File: src/rtl/desarme_pkg.sv
// desarme_pkg: shared types and helpers for the defuse controller.
// Holds the digit width, the controller state encoding and the helper
// that extracts one digit from the packed secret word.
package desarme_pkg;

    localparam int DIGIT_W           = 4;
    localparam int SECRET_MAX_DIGITS = 16;
    localparam int SECRET_MAX_W      = DIGIT_W * SECRET_MAX_DIGITS;

    typedef enum logic [2:0] {
        IDLE,
        ENTRY,
        CHECK,
        DEFUSED,
        EXPLODED
    } state_t;

    // Digit k of a packed code word; digit 0 is the first one keyed in.
    function automatic logic [DIGIT_W-1:0] secret_digit(
        input logic [SECRET_MAX_W-1:0] vec,
        input int                      k
    );
        return vec[k*DIGIT_W +: DIGIT_W];
    endfunction

endpackage

File: src/rtl/comparador_4_bits.sv
// comparador_4_bits: digit equality comparator shared by the defuse path.
// s is high only while enabled and both digits are equal.
module comparador_4_bits
    import desarme_pkg::*;
(
    input  logic               enable,
    input  logic [DIGIT_W-1:0] q1,
    input  logic [DIGIT_W-1:0] q2,
    output logic               s
);

    assign s = enable & (q1 == q2);

endmodule

File: src/rtl/controlador_desarme.sv
// controlador_desarme: keypad defuse sequencer.
// Collects CODE_LEN digits, compares them one per cycle against the secret,
// tracks remaining attempts and a 1 Hz countdown.
// Optional feature macro: TIME_PENALTY_EN (wrong attempts also cost PENALTY
// seconds, saturating at zero).
//
// state    | meaning
// ---------+-----------------------------------------------------------
// IDLE     | not armed, waiting for arm
// ENTRY    | collecting keypad digits into the buffer
// CHECK    | comparing buffered digit idx against the secret, one per cycle
// DEFUSED  | correct code entered in time (terminal until re-armed)
// EXPLODED | out of attempts or out of time (terminal until re-armed)
module controlador_desarme
    import desarme_pkg::*;
#(
    parameter  int CODE_LEN   = 4,
    parameter  int MAX_TRIES  = 3,
    parameter  int START_TIME = 60,
    parameter  int PENALTY    = 10,
    localparam int TW         = $clog2(START_TIME + 1),
    localparam int RW         = $clog2(MAX_TRIES + 1)
) (
    input  logic                        clk,
    input  logic                        rst_n,
    input  logic                        arm,
    input  logic                        tick_1hz,
    input  logic                        digit_valid,
    input  logic [DIGIT_W-1:0]          digit,
    input  logic [DIGIT_W*CODE_LEN-1:0] secret,
    output logic                        armed,
    output logic                        busy,
    output logic                        defused,
    output logic                        exploded,
    output logic [TW-1:0]               time_left,
    output logic [RW-1:0]               tries_left
);

    localparam int IW = (CODE_LEN > 1) ? $clog2(CODE_LEN) : 1;
    localparam logic [IW-1:0] LAST_IDX = IW'(CODE_LEN - 1);

`ifdef TIME_PENALTY_EN
    localparam int unsigned PEN_EFF = PENALTY;
`else
    // Penalty weight is zero when wrong attempts only cost a try.
    localparam int unsigned PEN_EFF = PENALTY * 0;
`endif

    state_t             state_q;
    logic [IW-1:0]      idx_q;
    logic [DIGIT_W-1:0] dig_buf_q [CODE_LEN];
    logic               mismatch_q;
    logic [TW-1:0]      time_q;
    logic [RW-1:0]      tries_q;

    logic               last_idx;
    logic               cmp_en;
    logic [DIGIT_W-1:0] cmp_q1;
    logic [DIGIT_W-1:0] cmp_q2;
    logic               cmp_s;
    logic               mismatch_d;
    logic               wrong;
    logic [31:0]        sub;
    logic [TW-1:0]      time_d;
    logic               expire;

    comparador_4_bits u_cmp (
        .enable (cmp_en),
        .q1     (cmp_q1),
        .q2     (cmp_q2),
        .s      (cmp_s)
    );

    // Digit mux for the comparator, attempt verdict and countdown arithmetic.
    always_comb begin
        last_idx   = (idx_q == LAST_IDX);
        cmp_en     = (state_q == CHECK);
        cmp_q1     = dig_buf_q[idx_q];
        cmp_q2     = secret_digit(SECRET_MAX_W'(secret), int'(idx_q));
        mismatch_d = mismatch_q | ~cmp_s;
        wrong      = cmp_en & last_idx & mismatch_d;
        sub        = {31'b0, tick_1hz} + (wrong ? 32'(PEN_EFF) : 32'd0);
        time_d     = (32'(time_q) > sub) ? TW'(32'(time_q) - sub) : '0;
        expire     = (time_d == '0);
    end

    // Controller FSM; expiry overrides every other outcome of the same edge.
    always_ff @(posedge clk) begin
        if (!rst_n) begin
            state_q    <= IDLE;
            idx_q      <= '0;
            mismatch_q <= 1'b0;
            time_q     <= '0;
            tries_q    <= '0;
            for (int k = 0; k < CODE_LEN; k++) begin
                dig_buf_q[k] <= '0;
            end
        end else begin
            case (state_q)
                IDLE, DEFUSED, EXPLODED: begin
                    if (arm) begin
                        state_q <= ENTRY;
                        time_q  <= TW'(START_TIME);
                        tries_q <= RW'(MAX_TRIES);
                        idx_q   <= '0;
                    end
                end
                ENTRY: begin
                    time_q <= time_d;
                    if (digit_valid) begin
                        dig_buf_q[idx_q] <= digit;
                        if (last_idx) begin
                            state_q    <= CHECK;
                            idx_q      <= '0;
                            mismatch_q <= 1'b0;
                        end else begin
                            idx_q <= idx_q + 1'b1;
                        end
                    end
                    if (expire) begin
                        state_q <= EXPLODED;
                    end
                end
                CHECK: begin
                    time_q     <= time_d;
                    mismatch_q <= mismatch_d;
                    if (last_idx) begin
                        idx_q <= '0;
                        if (mismatch_d) begin
                            tries_q <= tries_q - 1'b1;
                            state_q <= (tries_q == RW'(1)) ? EXPLODED : ENTRY;
                        end else begin
                            state_q <= DEFUSED;
                        end
                    end else begin
                        idx_q <= idx_q + 1'b1;
                    end
                    if (expire) begin
                        state_q <= EXPLODED;
                    end
                end
                default: state_q <= IDLE;
            endcase
        end
    end

    assign armed      = (state_q == ENTRY) || (state_q == CHECK);
    assign busy       = (state_q == CHECK);
    assign defused    = (state_q == DEFUSED);
    assign exploded   = (state_q == EXPLODED);
    assign time_left  = time_q;
    assign tries_left = tries_q;

endmodule

File: config.mk
export PLATFORM = sky130hd
export DESIGN_NAME = controlador_desarme
export DESIGN_NICKNAME = d
export VERILOG_FILES = /design/src/rtl/desarme_pkg.sv /design/src/rtl/comparador_4_bits.sv /design/src/rtl/controlador_desarme.sv
export SDC_FILE = /design/constraint.sdc
export NUM_CORES = 1
export LEC_CHECK = 0
export CORE_ASPECT_RATIO = 1.2
export CORE_MARGIN = 10
export CORE_UTILIZATION = 40
export CTS_CLUSTER_SIZE = 14
export DETAILED_ROUTE_END_ITERATION = 10
export PLACE_DENSITY = 0.62
export SETUP_SLACK_MARGIN = 0.15
export SYNTH_ARGS = -nofsm -noshare
export SYNTH_HDL_FRONTEND = slang
export SYNTH_HIERARCHICAL = 1
export SYNTH_SLANG_ARGS = --single-unit
File: constraint.sdc
create_clock -name clk -period 2.9 [get_ports clk]
set_clock_uncertainty 0.15 [all_clocks]
set_input_delay 0.87 -clock clk [delete_from_list [all_inputs] [get_ports clk]]
set_output_delay 0.87 -clock clk [all_outputs]
set_load 0.02 [all_outputs]
==> out/results.tsv, run 1 <==
metric	value	unit
commonest non-fill, non-tap cell in the layout	buf_4	
Tcrit/Tclk final	92.5	%
Critical Path RT	2980	ps
final net count	284	
CP Max Fanout	4	
clock sink count	32	
Pint	0.000949	W
dpl cells	305	
DR vias	1666	
Die Height	97.4	um
Gate power share	27.2	%
Final min period	2680	ps
Die W	84.5	um
transition time of the tightest slew-check pin	393	ps
layout cells sized above 1	27.0	%
Via-to-Cell Ratio	5.27	
Rows	28	
first-pass GRT wire length	7.85	mm
switching power	0.000371	W
routed wire length	4.72	mm
Antenna diodes	0	
DP HPWL	3.66	mm
Hold Vio Cnt, Final	0	
WL/cell	14.9	um
register area share after synthesis	40.2	%
setup violators final	0	
DRT antenna net count	0	
GRT overflow	0	
MaxCap Viol Count	0	
RD Place Congestion	0.834	
Layout Cells excl Fill	316	
final core occ	55.6	%
Worst-path clk slew	70	ps
placed cell area	2570	um2
Synth Instances	195	
worst skew pair latency	290	ps
Unique masters post-synth	55	
Slew Viols, Final	0	
TritonCTS Buffers	5	
I/O pin count	37	
Slew HR	73.8	%
CP Capture Type	flop	
RSZ-0062 raised after global routing	no	
Initial Util	41.0	%
leak pwr	1.10	nW
Max IR drop VDD	0.000272	V
All-Layer GR Usage	11.5	%
WP data arrival	2760	ps
leading cell types in the layout, fill and taps excluded	28 x buf_4, 19 x clkdlybuf4s50_1, 16 x edfxtp_1	
sequential power share	40.7	%
final instance area	2710	um2
drt pass-1 iters	4	
initial antenna violation count	0	
largest net degree at the start of global routing	23	
DRC	0	
yosys warns	6	
net switching share of the total power	28.1	%
vias in the first global route	1661	
crit path launch type	primary input	
setup TNS	0	ps
area growth from synthesis to layout	35.7	%
CTS H-tree depth	2	
Synth Register Bits	32	
CTS tree	done	
Root Buffer	clkbuf_8	
Iteration-0 DRC Markers	84	
status	finished, final reports clean	
number of synthesized flops with an enable pin	16	
Reg2Reg Setup Slack	360	ps
Max Fclk	0.373	GHz
total die area	8220	um2
total power	0.00132	W
Clk network pwr share	32.1	%
Post-synth ARST share	0	%
pwr dens	488	nW/um2
Syn Nets	224	
PortBufs	36	
CP Class	in2reg	
prevailing post-synth register cell	edfxtp_1	
worst hold path class	reg2reg	
core area	4870	um2
Syn Area/Cell	10.2	um2
Cell Area, Synth	1990	um2
largest buffer count on any clock path	2	
==> synth_stat cells, types with 5 or more instances <==
cell type	instances	area, um2
dfxtp_1	16	320
edfxtp_1	16	480
and2_1	13	81.3
inv_1	11	41.3
a21oi_1	10	50.1
nand2b_1	10	62.6
nor2_1	10	37.5
nand2_1	9	33.8
clkbuf_1	8	30.0
mux4_2	8	180
and3_1	7	43.8
o21ai_0	6	30.0
nor2b_1	5	31.3
nor3_1	5	25.0
==> stage by stage <==
step | worst slack [ps] | hold WS [ps]
after floorplan | 172 | 320
after global placement | -294 | 349
after detailed placement | -326 | 345
after CTS | 184 | 363
after global routing | 162 | 386
final | 217 | 356
==> worst paths after layout <==
kind | depth (start not counted) | to | startpoint
min reg2reg | 2 | mismatch_q | mismatch_q
max reg2reg | 9 | state_q[0] | idx_q[0]
min | 2 | mismatch_q | mismatch_q
max | 10 | state_q[0] | secret[13]
==> metal layers <==
| layer | GRT usage [%] | routed length, um | vias up | share of wire [%] |
|---|---|---|---|---|
| li1 | - | - | 844 | - |
| met1 | 13.7 | 2180 | 779 | 46 |
| met2 | 18.3 | 2220 | 32 | 47 |
| met5 | 0 | 0 | - | 0 |
| met3 | 4.03 | 229 | 11 | 4.9 |
| met4 | 4.44 | 84 | 0 | 1.8 |
==> state kept, by name, summed over array words and instances, names as in the netlist, named ones only <==
name        count
mismatch_q      1
time_left       6
tries_left      2
dig_buf_q      16
state_q         3
idx_q           2
==> cell type report <==
type / instances / area, um2
flip-flops and latches: 32 / 803
clock buffers: 6 / 72.6
well taps: 60 / 75.1
multi-input cells: 141 / 1140
repair buffers: 64 / 539
inverters: 11 / 41.3
clock inverters: 2 / 35.0
fillers: 464 / 2160
==> power by group through the flow <==
stage | sequential (W) | combinational [W] | clock (W)
final | 0.000537 | 0.000359 | 0.000423
after global routing | 0.000543 | 0.000394 | 0.000455
after CTS | 0.000537 | 0.000356 | 0.000438
after detailed placement | 0.000547 | 0.000358 | 0
after global placement | 0.000548 | 0.000357 | 0
after floorplan | 0.000554 | 0.000203 | 0
==> worst max-delay path: stages <==
cell,delay [ps]
dlygate4sd2_1,220
mux4_2,470
inv_2,80
o2111ai_2,130
nor3b_2,240
nand2b_1,150
a41o_1,260
nand2_1,50
and3_1,140
o311a_1,140
==> repair_timing <==
action                                  in CTS  in global routing
hold buffers                                 0                  0
gates cloned                                 0                  0
buffers inserted                             1                  2
endpoints found under the setup margin       6                  5
gates resized for setup                     23                 16
pin swaps                                    8                  9
==> kinds of logic (layout without fill, tap and decap cells) <==
logic type	Yosys count	in the layout	synth area share [%]
AND/OR/NAND/NOR	80	80	24.3
AO/OA/AOI/OAI	47	47	18.6
flip-flops	32	32	40.2
buffers and inverters	22	83	4.58
multiplexers	8	8	9.03
adder cells (fa/ha/maj)	4	4	2.51
XOR/XNOR	2	2	0.878
No activity file was read; power rests on OpenSTA's default activity.
==> run 2: changes to the inputs <==
--- a/config.mk
+++ b/config.mk
@@ -8,6 +8,7 @@
 export CORE_ASPECT_RATIO = 1.2
 export CORE_MARGIN = 10
 export CORE_UTILIZATION = 40
+export CTS_CLUSTER_DIAMETER = 200
 export CTS_CLUSTER_SIZE = 14
 export DETAILED_ROUTE_END_ITERATION = 10
 export PLACE_DENSITY = 0.62
==> results of run 2 <==
Same layout as run 1: the final DEF is identical, and so are final timing and power.
